[src/rtl/multicycle_controller_pkg.sv]
// Shared definitions for the multicycle controller and the datapath it steers.
// Holds the RV32I opcode constants, the controller state enumeration and the
// encodings of every mux select and ALU operation driven by the controller.
// The immediate extender selects its format using the imm_src_t codes defined here.
package multicycle_controller_pkg;

    // Opcodes, instruction bits [6:0]
    localparam logic [6:0] OP_LOAD   = 7'b0000011;
    localparam logic [6:0] OP_STORE  = 7'b0100011;
    localparam logic [6:0] OP_R      = 7'b0110011;
    localparam logic [6:0] OP_I      = 7'b0010011;
    localparam logic [6:0] OP_JAL    = 7'b1101111;
    localparam logic [6:0] OP_JALR   = 7'b1100111;
    localparam logic [6:0] OP_BRANCH = 7'b1100011;
    localparam logic [6:0] OP_LUI    = 7'b0110111;

    // Branch conditions, funct3
    localparam logic [2:0] F3_BEQ = 3'b000;
    localparam logic [2:0] F3_BNE = 3'b001;
    localparam logic [2:0] F3_BLT = 3'b100;
    localparam logic [2:0] F3_BGE = 3'b101;

    // ALU operations, funct3
    localparam logic [2:0] F3_ADD_SUB = 3'b000;
    localparam logic [2:0] F3_SLT     = 3'b010;
    localparam logic [2:0] F3_XOR     = 3'b100;
    localparam logic [2:0] F3_OR      = 3'b110;
    localparam logic [2:0] F3_AND     = 3'b111;

    typedef enum logic [3:0] {
        S_FETCH,
        S_DECODE,
        S_MEM_ADR,
        S_MEM_READ,
        S_MEM_WB,
        S_MEM_WRITE,
        S_EXEC_R,
        S_EXEC_I,
        S_ALU_WB,
        S_JAL,
        S_JALR_ADR,
        S_BRANCH,
        S_LUI
    } state_t;

    typedef enum logic {
        ADR_PC     = 1'b0,
        ADR_RESULT = 1'b1
    } adr_src_t;

    typedef enum logic [1:0] {
        SRC_A_PC     = 2'd0,
        SRC_A_OLD_PC = 2'd1,
        SRC_A_REG    = 2'd2
    } src_a_t;

    typedef enum logic [1:0] {
        SRC_B_REG   = 2'd0,
        SRC_B_IMM   = 2'd1,
        SRC_B_FOUR  = 2'd2
    } src_b_t;

    typedef enum logic [1:0] {
        RES_ALU_OUT  = 2'd0,
        RES_MEM_DATA = 2'd1,
        RES_ALU      = 2'd2,
        RES_IMM      = 2'd3
    } result_src_t;

    typedef enum logic [2:0] {
        ALU_ADD = 3'b000,
        ALU_SUB = 3'b001,
        ALU_AND = 3'b010,
        ALU_OR  = 3'b011,
        ALU_SLT = 3'b100,
        ALU_XOR = 3'b101
    } alu_ctrl_t;

    typedef enum logic [2:0] {
        IMM_I = 3'd0,
        IMM_S = 3'd1,
        IMM_B = 3'd2,
        IMM_U = 3'd3,
        IMM_J = 3'd4
    } imm_src_t;

    // Immediate format depends only on the opcode, so it is valid in every state.
    function automatic imm_src_t imm_src_of(input logic [6:0] opcode);
        case (opcode)
            OP_STORE:  return IMM_S;
            OP_BRANCH: return IMM_B;
            OP_LUI:    return IMM_U;
            OP_JAL:    return IMM_J;
            default:   return IMM_I;   // lw, I-ALU, jalr and anything unknown
        endcase
    endfunction

endpackage

[src/rtl/alu_decoder.sv]
// ALU operation decoder for arithmetic instructions.
// Ports:
//   funct3      - instruction bits [14:12]
//   funct7_5    - instruction bit 30
//   is_r_type   - 1 when the instruction is register-register
//   alu_control - ALU operation (alu_ctrl_t encoding)
module alu_decoder
    import multicycle_controller_pkg::*;
(
    input  logic [2:0] funct3,
    input  logic       funct7_5,
    input  logic       is_r_type,
    output logic [2:0] alu_control
);

    always_comb begin
        // NOTE: default assigned first so every path drives the output; no latch.
        alu_control = ALU_ADD;
        case (funct3)
            // Bit 30 selects sub only for R-type; in addi it is immediate data.
            F3_ADD_SUB: alu_control = (is_r_type && funct7_5) ? ALU_SUB : ALU_ADD;
            F3_AND:     alu_control = ALU_AND;
            F3_OR:      alu_control = ALU_OR;
            F3_SLT:     alu_control = ALU_SLT;
            F3_XOR:     alu_control = ALU_XOR;
            default:    alu_control = ALU_ADD;
        endcase
    end

endmodule

[src/rtl/multicycle_controller.sv]
// Main controller FSM for a multicycle RV32I subset processor.
// The state register is the only storage; all outputs are decoded
// combinationally from the state and the instruction/flag inputs.
// Ports:
//   clk, rst                       - clock, synchronous active-high reset
//   opcode, funct3, funct7_5       - fields of the instruction register
//   zero, neg                      - ALU result flags for branch resolution
//   pc_write, ir_write,
//   mem_write, reg_write           - write enables
//   adr_src, alu_src_a, alu_src_b,
//   result_src                     - datapath mux selects
//   alu_control                    - ALU operation
//   imm_src                        - immediate extender format select
module multicycle_controller
    import multicycle_controller_pkg::*;
(
    input  logic       clk,
    input  logic       rst,
    input  logic [6:0] opcode,
    input  logic [2:0] funct3,
    input  logic       funct7_5,
    input  logic       zero,
    input  logic       neg,
    output logic       pc_write,
    output logic       ir_write,
    output logic       mem_write,
    output logic       reg_write,
    output logic       adr_src,
    output logic [1:0] alu_src_a,
    output logic [1:0] alu_src_b,
    output logic [1:0] result_src,
    output logic [2:0] alu_control,
    output logic [2:0] imm_src
);

    state_t     state;
    state_t     next_state;
    logic       is_r_type;
    logic [2:0] decoded_alu;
    logic       branch_taken;

    assign is_r_type = (opcode == OP_R);

    alu_decoder u_alu_decoder (
        .funct3      (funct3),
        .funct7_5    (funct7_5),
        .is_r_type   (is_r_type),
        .alu_control (decoded_alu)
    );

    always_ff @(posedge clk) begin
        // NOTE: non-blocking so every reader of state sees the pre-edge value.
        if (rst) state <= S_FETCH;
        else     state <= next_state;
    end

    always_comb begin
        next_state = S_FETCH;
        case (state)
            S_FETCH:  next_state = S_DECODE;
            S_DECODE: begin
                case (opcode)
                    OP_LOAD, OP_STORE: next_state = S_MEM_ADR;
                    OP_R:              next_state = S_EXEC_R;
                    OP_I:              next_state = S_EXEC_I;
                    OP_JAL:            next_state = S_JAL;
                    OP_JALR:           next_state = S_JALR_ADR;
                    OP_BRANCH:         next_state = S_BRANCH;
                    OP_LUI:            next_state = S_LUI;
                    default:           next_state = S_FETCH;  // unknown: drop it
                endcase
            end
            S_MEM_ADR:  next_state = (opcode == OP_LOAD) ? S_MEM_READ : S_MEM_WRITE;
            S_MEM_READ: next_state = S_MEM_WB;
            S_EXEC_R,
            S_EXEC_I:   next_state = S_ALU_WB;
            S_JALR_ADR: next_state = S_JAL;
            // JAL reuses ALU_WB to write the link address computed in this state.
            S_JAL:      next_state = S_ALU_WB;
            default:    next_state = S_FETCH;
        endcase
    end

    always_comb begin
        branch_taken = 1'b0;
        case (funct3)
            F3_BEQ:  branch_taken = zero;
            F3_BNE:  branch_taken = !zero;
            F3_BLT:  branch_taken = neg;
            F3_BGE:  branch_taken = !neg;
            default: branch_taken = 1'b0;
        endcase
    end

    always_comb begin
        pc_write    = 1'b0;
        ir_write    = 1'b0;
        mem_write   = 1'b0;
        reg_write   = 1'b0;
        adr_src     = ADR_PC;
        alu_src_a   = SRC_A_PC;
        alu_src_b   = SRC_B_REG;
        result_src  = RES_ALU_OUT;
        alu_control = ALU_ADD;
        imm_src     = imm_src_of(opcode);

        case (state)
            S_FETCH: begin
                // PC <= PC + 4 through the live ALU result while IR loads.
                adr_src    = ADR_PC;
                ir_write   = 1'b1;
                alu_src_a  = SRC_A_PC;
                alu_src_b  = SRC_B_FOUR;
                result_src = RES_ALU;
                pc_write   = 1'b1;
            end
            S_DECODE: begin
                // Precompute branch/jal target old_pc + imm into alu_out.
                alu_src_a = SRC_A_OLD_PC;
                alu_src_b = SRC_B_IMM;
            end
            S_MEM_ADR, S_JALR_ADR: begin
                alu_src_a = SRC_A_REG;
                alu_src_b = SRC_B_IMM;
            end
            S_MEM_READ: begin
                adr_src    = ADR_RESULT;
                result_src = RES_ALU_OUT;
            end
            S_MEM_WB: begin
                result_src = RES_MEM_DATA;
                reg_write  = 1'b1;
            end
            S_MEM_WRITE: begin
                adr_src    = ADR_RESULT;
                result_src = RES_ALU_OUT;
                mem_write  = 1'b1;
            end
            S_EXEC_R: begin
                alu_src_a   = SRC_A_REG;
                alu_src_b   = SRC_B_REG;
                alu_control = decoded_alu;
            end
            S_EXEC_I: begin
                alu_src_a   = SRC_A_REG;
                alu_src_b   = SRC_B_IMM;
                alu_control = decoded_alu;
            end
            S_ALU_WB: begin
                result_src = RES_ALU_OUT;
                reg_write  = 1'b1;
            end
            S_JAL: begin
                // PC takes the target held in alu_out while the ALU forms old_pc + 4.
                alu_src_a  = SRC_A_OLD_PC;
                alu_src_b  = SRC_B_FOUR;
                result_src = RES_ALU_OUT;
                pc_write   = 1'b1;
            end
            S_BRANCH: begin
                alu_src_a   = SRC_A_REG;
                alu_src_b   = SRC_B_REG;
                alu_control = ALU_SUB;
                result_src  = RES_ALU_OUT;
                pc_write    = branch_taken;
            end
            S_LUI: begin
                result_src = RES_IMM;
                reg_write  = 1'b1;
            end
            default: ;
        endcase

        // During reset present FETCH selects with every write suppressed, so an
        // instruction interrupted mid-flight cannot commit anything.
        if (rst) begin
            pc_write    = 1'b0;
            ir_write    = 1'b0;
            mem_write   = 1'b0;
            reg_write   = 1'b0;
            adr_src     = ADR_PC;
            alu_src_a   = SRC_A_PC;
            alu_src_b   = SRC_B_FOUR;
            result_src  = RES_ALU;
            alu_control = ALU_ADD;
        end
    end

endmodule

[config.mk]
export PLATFORM = sky130hd
export DESIGN_NAME = multicycle_controller
export DESIGN_NICKNAME = d
export VERILOG_FILES = /design/src/rtl/multicycle_controller_pkg.sv /design/src/rtl/alu_decoder.sv /design/src/rtl/multicycle_controller.sv
export SDC_FILE = /design/constraint.sdc
export NUM_CORES = 1
export LEC_CHECK = 0
export CAP_MARGIN = 10
export CORE_MARGIN = 3
export CORE_UTILIZATION = 40
export DETAILED_ROUTE_END_ITERATION = 10
export GPL_TIMING_DRIVEN = 0
export PLACE_DENSITY = 0.86
export SLEW_MARGIN = 10
export SYNTH_ARGS = -nofsm -noshare
export SYNTH_HDL_FRONTEND = slang
export SYNTH_SLANG_ARGS = --single-unit
[constraint.sdc]
create_clock -name clk -period 2.7 [get_ports clk]
set_clock_uncertainty 0.05 [all_clocks]
set_input_delay 0.54 -clock clk [delete_from_list [all_inputs] [get_ports clk]]
set_output_delay 0.54 -clock clk [all_outputs]
set_load 0.05 [all_outputs]
* After elaboration in Yosys (flattened, before gate mapping)
Cells that the tools add are included.
** Operators by class
- Equality and inequality tests :: 26
- Mux-type cells :: 25
- Reductions and logical operators :: 14
** Operators by type and width (count)
- one-hot mux 4 bit (7 select lines) :: 1
- one-hot mux 4 bit (6 select lines) :: 1
- equality test 7 x 6 -> 1 bit (second input constant) :: 3
- equality test 7 bit (second input constant) :: 3
- equality test 4 bit (second input constant) :: 5
- equality test 4 x 3 -> 1 bit (second input constant) :: 4
- one-hot mux 3 bit (5 select lines) :: 1
- equality test 3 bit (second input constant) :: 4
- one-hot mux 3 bit (4 select lines) :: 1
- 2-to-1 mux 1 bit :: 10
- OR reduction 2 bit :: 5
- equality test 4 x 2 -> 1 bit (second input constant) :: 2
- one-hot mux 2 bit (2 select lines) :: 2
- equality test 7 x 2 -> 1 bit (second input constant) :: 1
- equality test 7 x 5 -> 1 bit (second input constant) :: 1
- 2-to-1 mux 2 bit :: 3
- 2-to-1 mux 3 bit :: 2
- one-hot mux 2 bit (3 select lines) :: 1
- one-hot mux 3 bit (2 select lines) :: 1
- OR reduction 3 bit :: 2
- OR reduction 5 bit :: 1
- equality test 4 x 1 -> 1 bit (second input constant) :: 1
- logical NOT 4 bit :: 1
- one-hot mux 1 bit (4 select lines) :: 1
- 7 further kinds :: 8
** Storage, ports and cells
- Register bits :: 4
- Input port bits :: 15
- Output and inout bits :: 17
- Logic and storage cells :: 66

* Longest topological paths before layout
Gate-level depths: netlist of the first run.
- Depth in word-level cells :: 6
- Depth in mapped cells :: 5
- Gate-level depth less buffers :: 3

* Hierarchy
From an unflattened synthesis of the first run, not the netlist that was laid out.
** Unflattened totals
- Cell total of the unflattened synthesis :: 91
- Area, all modules :: 625.6 um^2
** By module, submodules not included
- multicycle_controller :: times used 1, cells each 85, area each 589.3 um^2, sequential area each 80.1 um^2
- alu_decoder :: times used 1, cells each 6, area each 36.3 um^2, sequential area each 0.0 um^2

* Worst setup path before layout of the first run
No wires, ideal clock.
- Path kind :: in2out
- Start :: in rst
- End :: out result_src[0]
- Arrival time :: 2359 ps
- Required time :: 2110 ps
- Path slack :: -249 ps
- Cell stages on the path :: 2
- Buffers on the path :: 1
- Cell sequence :: clkbuf_1 nor4b_1
** On the way
- Word-level cells in the longest chain between the ends :: 1
** Ends and longest elaborated chain
- start: declaration :: RTL line multicycle_controller.sv:18 : input logic rst,
- 2-to-1 mux 2 bit :: RTL line multicycle_controller.sv:176 : if (rst) begin
- end: declaration :: RTL line multicycle_controller.sv:31 : output logic [1:0] result_src,
No other way between the ends.

* Final worst setup path of the first run
- Start :: in rst
- End :: out alu_control[2]
** On the way
- Word-level cells in the longest chain between the ends :: 1
** Ends and longest elaborated chain
- 2-to-1 mux 3 bit :: RTL line multicycle_controller.sv:176
- end: declaration :: RTL line multicycle_controller.sv:32 : output logic [2:0] alu_control,
No other way between the ends.

==> flow_summary.json, run 1 <==
{
  "status": "complete, no violations",
  "rows": 14,
  "p_seq_share_pct": 23.1,
  "min_period_ps": 2642,
  "die_h_um": 47.06,
  "slew_violations": 0,
  "busiest_layer": "met2",
  "drt_iter0_drc": 6,
  "met2_usage_pct": 30.08,
  "crit_fanout": 10,
  "power.switching_mw": 0.1032,
  "worst_pin_slew_ps": 504.6,
  "clock-sinks": 4,
  "ctsRootBufferMaster": "clkbuf_4",
  "cellPowerDensity_mw_per_mm2": 259.6,
  "path_delay_family": "buffers and inverters",
  "path_buf_inv": 3,
  "wl_um": 1760,
  "largest_reg_flops": 4,
  "hold_violations": 0,
  "swShare_pct": 38.36,
  "start_util_pct": 43.75,
  "drt-pass1-iter-count": 4,
  "crit_chain": "clkdlybuf4s50_1 -> clkbuf_2 -> nor4_2 -> clkdlybuf4s15_1",
  "rsz0062_at_grt": "false",
  "viasPerCell": 5.522,
  "async_reset_ff_share_pct": 0,
  "fin_util_pct": 67.21,
  "synth_warnings": 0,
  "grt.total_usage_pct": 17.21,
  "grt_pass1_wl_um": 2849,
  "report.power.total_mw": 0.2689,
  "netlist_instances": 90,
  "largest_register": "state",
  "clk_latency_ps": 230,
  "port_buffers": 29,
  "drive_gt1_share_pct": 22.95,
  "postLayoutSetupSlackWorst_ps": 58.06,
  "synth_flop_cell": "dfxtp_1",
  "antenna_found_initial": 0,
  "hold_slack_ps": 574.5,
  "netlist_area_um2": 674.4,
  "ctsHoldBuffers": 0,
  "fin_crit_sh_pct": 97.85,
  "synth_edf_count": 0,
  "via_count": 762,
  "die_w_um": 47.06,
  "crit_path_max_incr_delay_ps": 540,
  "synth_area_per_cell_um2": 7.493,
  "io_pins": 32,
  "wl_per_cell_um": 12.75,
  "cp.arrival_ps": 2050,
  "combPwrFrac_pct": 50.8,
  "hold_class": "in2reg",
  "use_met1_pct": 23.23,
  "cp-end-kind": "primary output",
  "setup_viol": 0,
  "max_freq_mhz": 378.5,
  "cp.required_ps": 2110,
  "grt_max_degree": 11,
  "top_regs": "state x4",
  "cts_tree": "yes",
  "ant_nets": 0,
  "pre_cts_slack_ps": -446.3,
  "diodes": 0,
  "ys_ff_latch": 4,
  "power.leakage_nw": 0.4385,
  "numCtsBuffers": 3,
  "startpoint_type": "input port",
  "max_cap_violations": 0,
  "slowest_stage": "clkdlybuf4s15_1",
  "slew_headroom_pct": 66.30,
  "grt_pass1_vias": 683,
  "critPathKind": "in2out",
  "synth_cell_type_count": 44,
  "nets": 139,
  "syn2layout_area_growth_pct": 53.62,
  "h-tree-depth": 1,
  "gp_congestion": 0.8352,
  "internal-power_mw": 0.1657,
  "ir_worst_vdd_uv": 271.3,
  "p_clk_share_pct": 26.1,
  "die-area_mm2": 0.002215,
  "syn_nets": 105,
  "grt_remaining_overflow": 0,
  "path_clk_slew_ps": 30,
  "ys_seq_area_share_pct": 11.87,
  "hpwl_um": 1427,
  "core_area_mm2": 0.001541,
  "clock_path_buffers": 2,
  "use_met3_pct": 3.448,
  "setup_tns_ps": 0,
  "drc": 0
}
[final cells by class]
type / instances / area [µm²]
clock buffers: 3 / 22.52
repair buffers: 29 / 286.5
inverters: 4 / 15.01
multi-input cells: 73 / 553.0
flip-flops and latches: 4 / 80.08
well taps: 16 / 20.02
plain buffers: 9 / 58.81
fillers: 138 / 505.5
[routing by layer]
layer / routed length (µm) / part of all wire (%)
met5: 0 / 0
met4: 0 / 0
met3: 87 / 4.9
met2: 809 / 46
met1: 863 / 49
[cells in the mapped netlist, types with 2 or more instances]
library cell	count	area (µm²)
nand3_1	3	15.01
nor4_1	3	18.77
nor3_1	5	25.02
xor2_1	2	17.52
and3b_1	3	26.28
buf_2	3	15.01
nand2_1	7	26.28
nor2b_1	4	25.02
and4b_1	2	20.02
or2_2	2	12.51
nor4b_1	2	17.52
buf_4	3	22.52
dfxtp_1	4	80.08
nor2_1	6	22.52
inv_1	4	15.01
mux2i_1	2	20.02
xnor2_1	4	35.03
nor3b_1	3	22.52
a21oi_1	3	15.01
[path summary, 6_finish.rpt]
path	startpoint	to	slack [ps]	cells after the start
setup / recovery	rst	alu_control[2]	60	4
hold / removal	opcode[3]	state[1]$_SDFF_PP0_	570	2
setup reg to reg	state[1]$_SDFF_PP0_	state[1]$_SDFF_PP0_	1460	4
hold reg to reg	state[2]$_SDFF_PP0_	state[1]$_SDFF_PP0_	670	3
[through the flow]
stage,instances,area [µm²]
2_1_floorplan,90,699.4
6_report,138,1036
3_5_place_dp,135,1010
5_1_grt,138,1036
3_3_place_gp,135,1010
4_1_cts,138,1021
[worst register-to-register path: cells and delay by family, from the launching register on]
| family | cells | cell delay [ps] |
|---|---|---|
| buffers and inverters | 1 | 130 |
| AND/OR/NAND/NOR | 2 | 320 |
| AO/OA/AOI/OAI | 1 | 340 |
| flip-flops | 1 | 300 |
[power groups by stage]
stage               Clock (mW)  Combinational (mW)  Sequential [mW]
detailed placement           0               0.140           0.0630
finish                  0.0702               0.137           0.0621
floorplan                    0              0.0899           0.0629
global route            0.0807               0.146           0.0620
global placement             0               0.139           0.0630
CTS                     0.0740               0.137           0.0620
[logic make-up after synthesis]
| kind of cell | after synthesis | synth area share [%] |
|---|---|---|
| AOI/OAI and AO/OA | 17 | 20.59 |
| xor gates and xnor gates | 6 | 7.792 |
| buffers and inverters | 13 | 10.76 |
| DFF | 4 | 11.87 |
| muxes | 2 | 2.969 |
| and+or+nand+nor | 48 | 46.01 |
[cells in the final DEF, fill, tap and decap left out, drive strengths merged, types with 3 or more instances in the layout]
cell type,netlist,routed
clkdlybuf4s50,0,11
dlygate4sd2,0,9
buf,7,8
nand2,7,7
nor2,6,6
nor3,5,5
clkdlybuf4s15,0,5
clkbuf,2,5
nor2b,4,4
inv,4,4
xnor2,4,4
dfxtp,4,4
nand3,3,3
nor4,3,3
nor3b,3,3
a21oi,3,3
and3b,3,3
dlymetal6s2s,0,3
nor4b,3,3
[timing repair]
item / 4_1_cts / 5_1_grt
buffers inserted: 0 / 0
endpoints found under the setup margin: 15 / 4
resized for setup: 30 / 5
Note: power is estimated with default switching activity, not from simulation.
==> run 2, diff against run 1 <==
--- a/config.mk
+++ b/config.mk
@@ -9,8 +9,8 @@
 export CORE_MARGIN = 3
 export CORE_UTILIZATION = 40
 export DETAILED_ROUTE_END_ITERATION = 10
-export GPL_TIMING_DRIVEN = 0
 export PLACE_DENSITY = 0.86
+export REMOVE_ABC_BUFFERS = 1
 export SLEW_MARGIN = 10
 export SYNTH_ARGS = -nofsm -noshare
 export SYNTH_HDL_FRONTEND = slang
==> run 2 against run 1 <==
  * Non-clock buffer count is 1 higher
  * Worst setup slack better by 60 ps
  * Register-to-register slack worse by 270 ps
  * Routed wire length is 14% higher
  * Clock power is 5.0% higher
  * Maximum frequency is 2.3% higher
  * Clock-buffer cell count stayed put
  * Cell count is 0.72% higher
  * Sequential share of layout area is 1.1 points lower
  * Total power is 11% higher
  * Global-route usage is 2.9 points higher
  * Via count is 5.9% higher
  * Largest cell class is now buffers
  * Highest routed layer is now met4
==> flow_summary.json, run 2 (synthesized netlist as in run 1, its figures left out) <==
{
  "die-area_mm2": 0.002215,
  "fin_cells": 139,
  "hold_class": "reg2reg",
  "wl_um": 2014,
  "clk_latency_ps": 240,
  "grt_remaining_overflow": 0,
  "path_buf_inv": 2,
  "grt.total_usage_pct": 20.12,
  "antenna_found_initial": 0,
  "crit_path_max_incr_delay_ps": 590,
  "numCtsBuffers": 3,
  "cp-end-kind": "primary output",
  "cp.arrival_ps": 1990,
  "grt_pass1_wl_um": 3270,
  "max_cap_violations": 0,
  "hpwl_um": 1626,
  "slew_violations": 0,
  "viasPerCell": 5.806,
  "n_fill_cell": 111,
  "path_delay_family": "buffers and inverters",
  "io_pins": 32,
  "hold_violations": 0,
  "largest_reg_flops": 4,
  "start_util_pct": 43.75,
  "core_area_mm2": 0.001541,
  "drt_iter0_drc": 24,
  "crit_chain": "clkdlybuf4s50_1 -> nor2b_1 -> mux2i_1 -> nor3_1 -> buf_12",
  "via_count": 807,
  "drive_gt1_share_pct": 27.64,
  "ctsRootBufferMaster": "clkbuf_4",
  "fin_crit_sh_pct": 95.64,
  "worst_pin_slew_ps": 579.3,
  "path_clk_slew_ps": 30,
  "syn2layout_area_growth_pct": 77.92,
  "multi_input_area_um2": 521.8,
  "cts_tree": "yes",
  "setup_viol": 0,
  "max_freq_mhz": 387.3,
  "clock_path_buffers": 2,
  "startpoint_type": "input port",
  "ant_nets": 0,
  "register_area_um2": 80.08,
  "setup_tns_ps": 0,
  "gp_congestion": 0.8269,
  "ctsHoldBuffers": 0,
  "largest_register": "state",
  "rsz0062_at_grt": "false",
  "grt_max_degree": 16,
  "clock-sinks": 4,
  "top_regs": "state x4",
  "slew_headroom_pct": 61.33,
  "ir_worst_vdd_uv": 259.8,
  "power.leakage_nw": 0.4582,
  "die_h_um": 47.06,
  "crit_fanout": 8,
  "grt_pass1_vias": 716,
  "die_w_um": 47.06,
  "rows": 14,
  "min_period_ps": 2582,
  "port_buffers": 31,
  "post_cts.repair.setup_buffers": 0,
  "h-tree-depth": 1,
  "slowest_stage": "clkdlybuf4s50_1",
  "final_common_cell": "buf_12",
  "critPathKind": "in2out",
  "drc": 0,
  "cp.required_ps": 2110,
  "post_cts_resized": 0,
  "placed_cells": 136,
  "diodes": 0,
  "cellPowerDensity_mw_per_mm2": 249.7,
  "nets": 140,
  "wl_per_cell_um": 14.49,
  "layout_common_cells": "17 x buf_12, 14 x clkdlybuf4s50_1, 8 x buf_4",
  "drt-pass1-iter-count": 4,
  "status": "complete, no violations"
}
==> run 2: cell types whose count changed in the layout (fill, tap and decap cells not counted), sizes merged <==
cell	before	now
clkdlybuf4s15	5	0
dlymetal6s2s	3	0
buf	8	25
dlygate4sd2	9	0
clkdlybuf4s50	11	14
clkbuf	5	3
==> run 2: final timing paths <==
kind | slack, ps | depth (start not counted) | from | end
setup / recovery | 120 | 5 | opcode[6] | imm_src[1]
hold / removal | 710 | 1 | state[0]$_SDFF_PP0_ | state[0]$_SDFF_PP0_
setup reg to reg | 1190 | 3 | state[0]$_SDFF_PP0_ | state[1]$_SDFF_PP0_
hold reg to reg | 710 | 1 | state[0]$_SDFF_PP0_ | state[0]$_SDFF_PP0_
==> run 2: final cells by class <==
cell class                 instances  share of cell area (%)
clock buffer                       3                   1.877
inverter                           4                   1.251
multi-input combinational         73                   43.48
sequential                         4                   6.674
tap                               16                   1.668
timing repair buffer              39                   45.05
==> run 2: where the power goes <==
group / internal (mW) / switching, mW
sequential: 0.0616 / 0.00906
clock: 0.0496 / 0.0241
combinational: 0.0768 / 0.0785
total: 0.188 / 0.112
==> run 2: metal layers <==
metal / vias up / track usage, % / share of wire (%)
met3: 6 / 2.682 / 6.4
met4: 0 / 6.630 / 2.1
met1: 362 / 25.17 / 41
met2: 36 / 35.23 / 51
li1: 403 / - / -
met5: - / 0 / 0
==> run 2: stage by stage <==
stage	instance area (µm²)	power [mW]	hold WS (ps)	setup WS [ps]	util (%)
6_report	1200	0.2996	711.2	117.7	77.84
5_1_grt	1200	0.3200	748.6	41.05	77.84
4_1_cts	1200	0.3004	708.5	140.4	77.84
3_5_place_dp	1177	0.2260	704.1	147.6	76.38
3_3_place_gp	1177	0.2221	657.6	172.8	76.38
2_1_floorplan	616.8	0.1393	566.8	-174.2	-
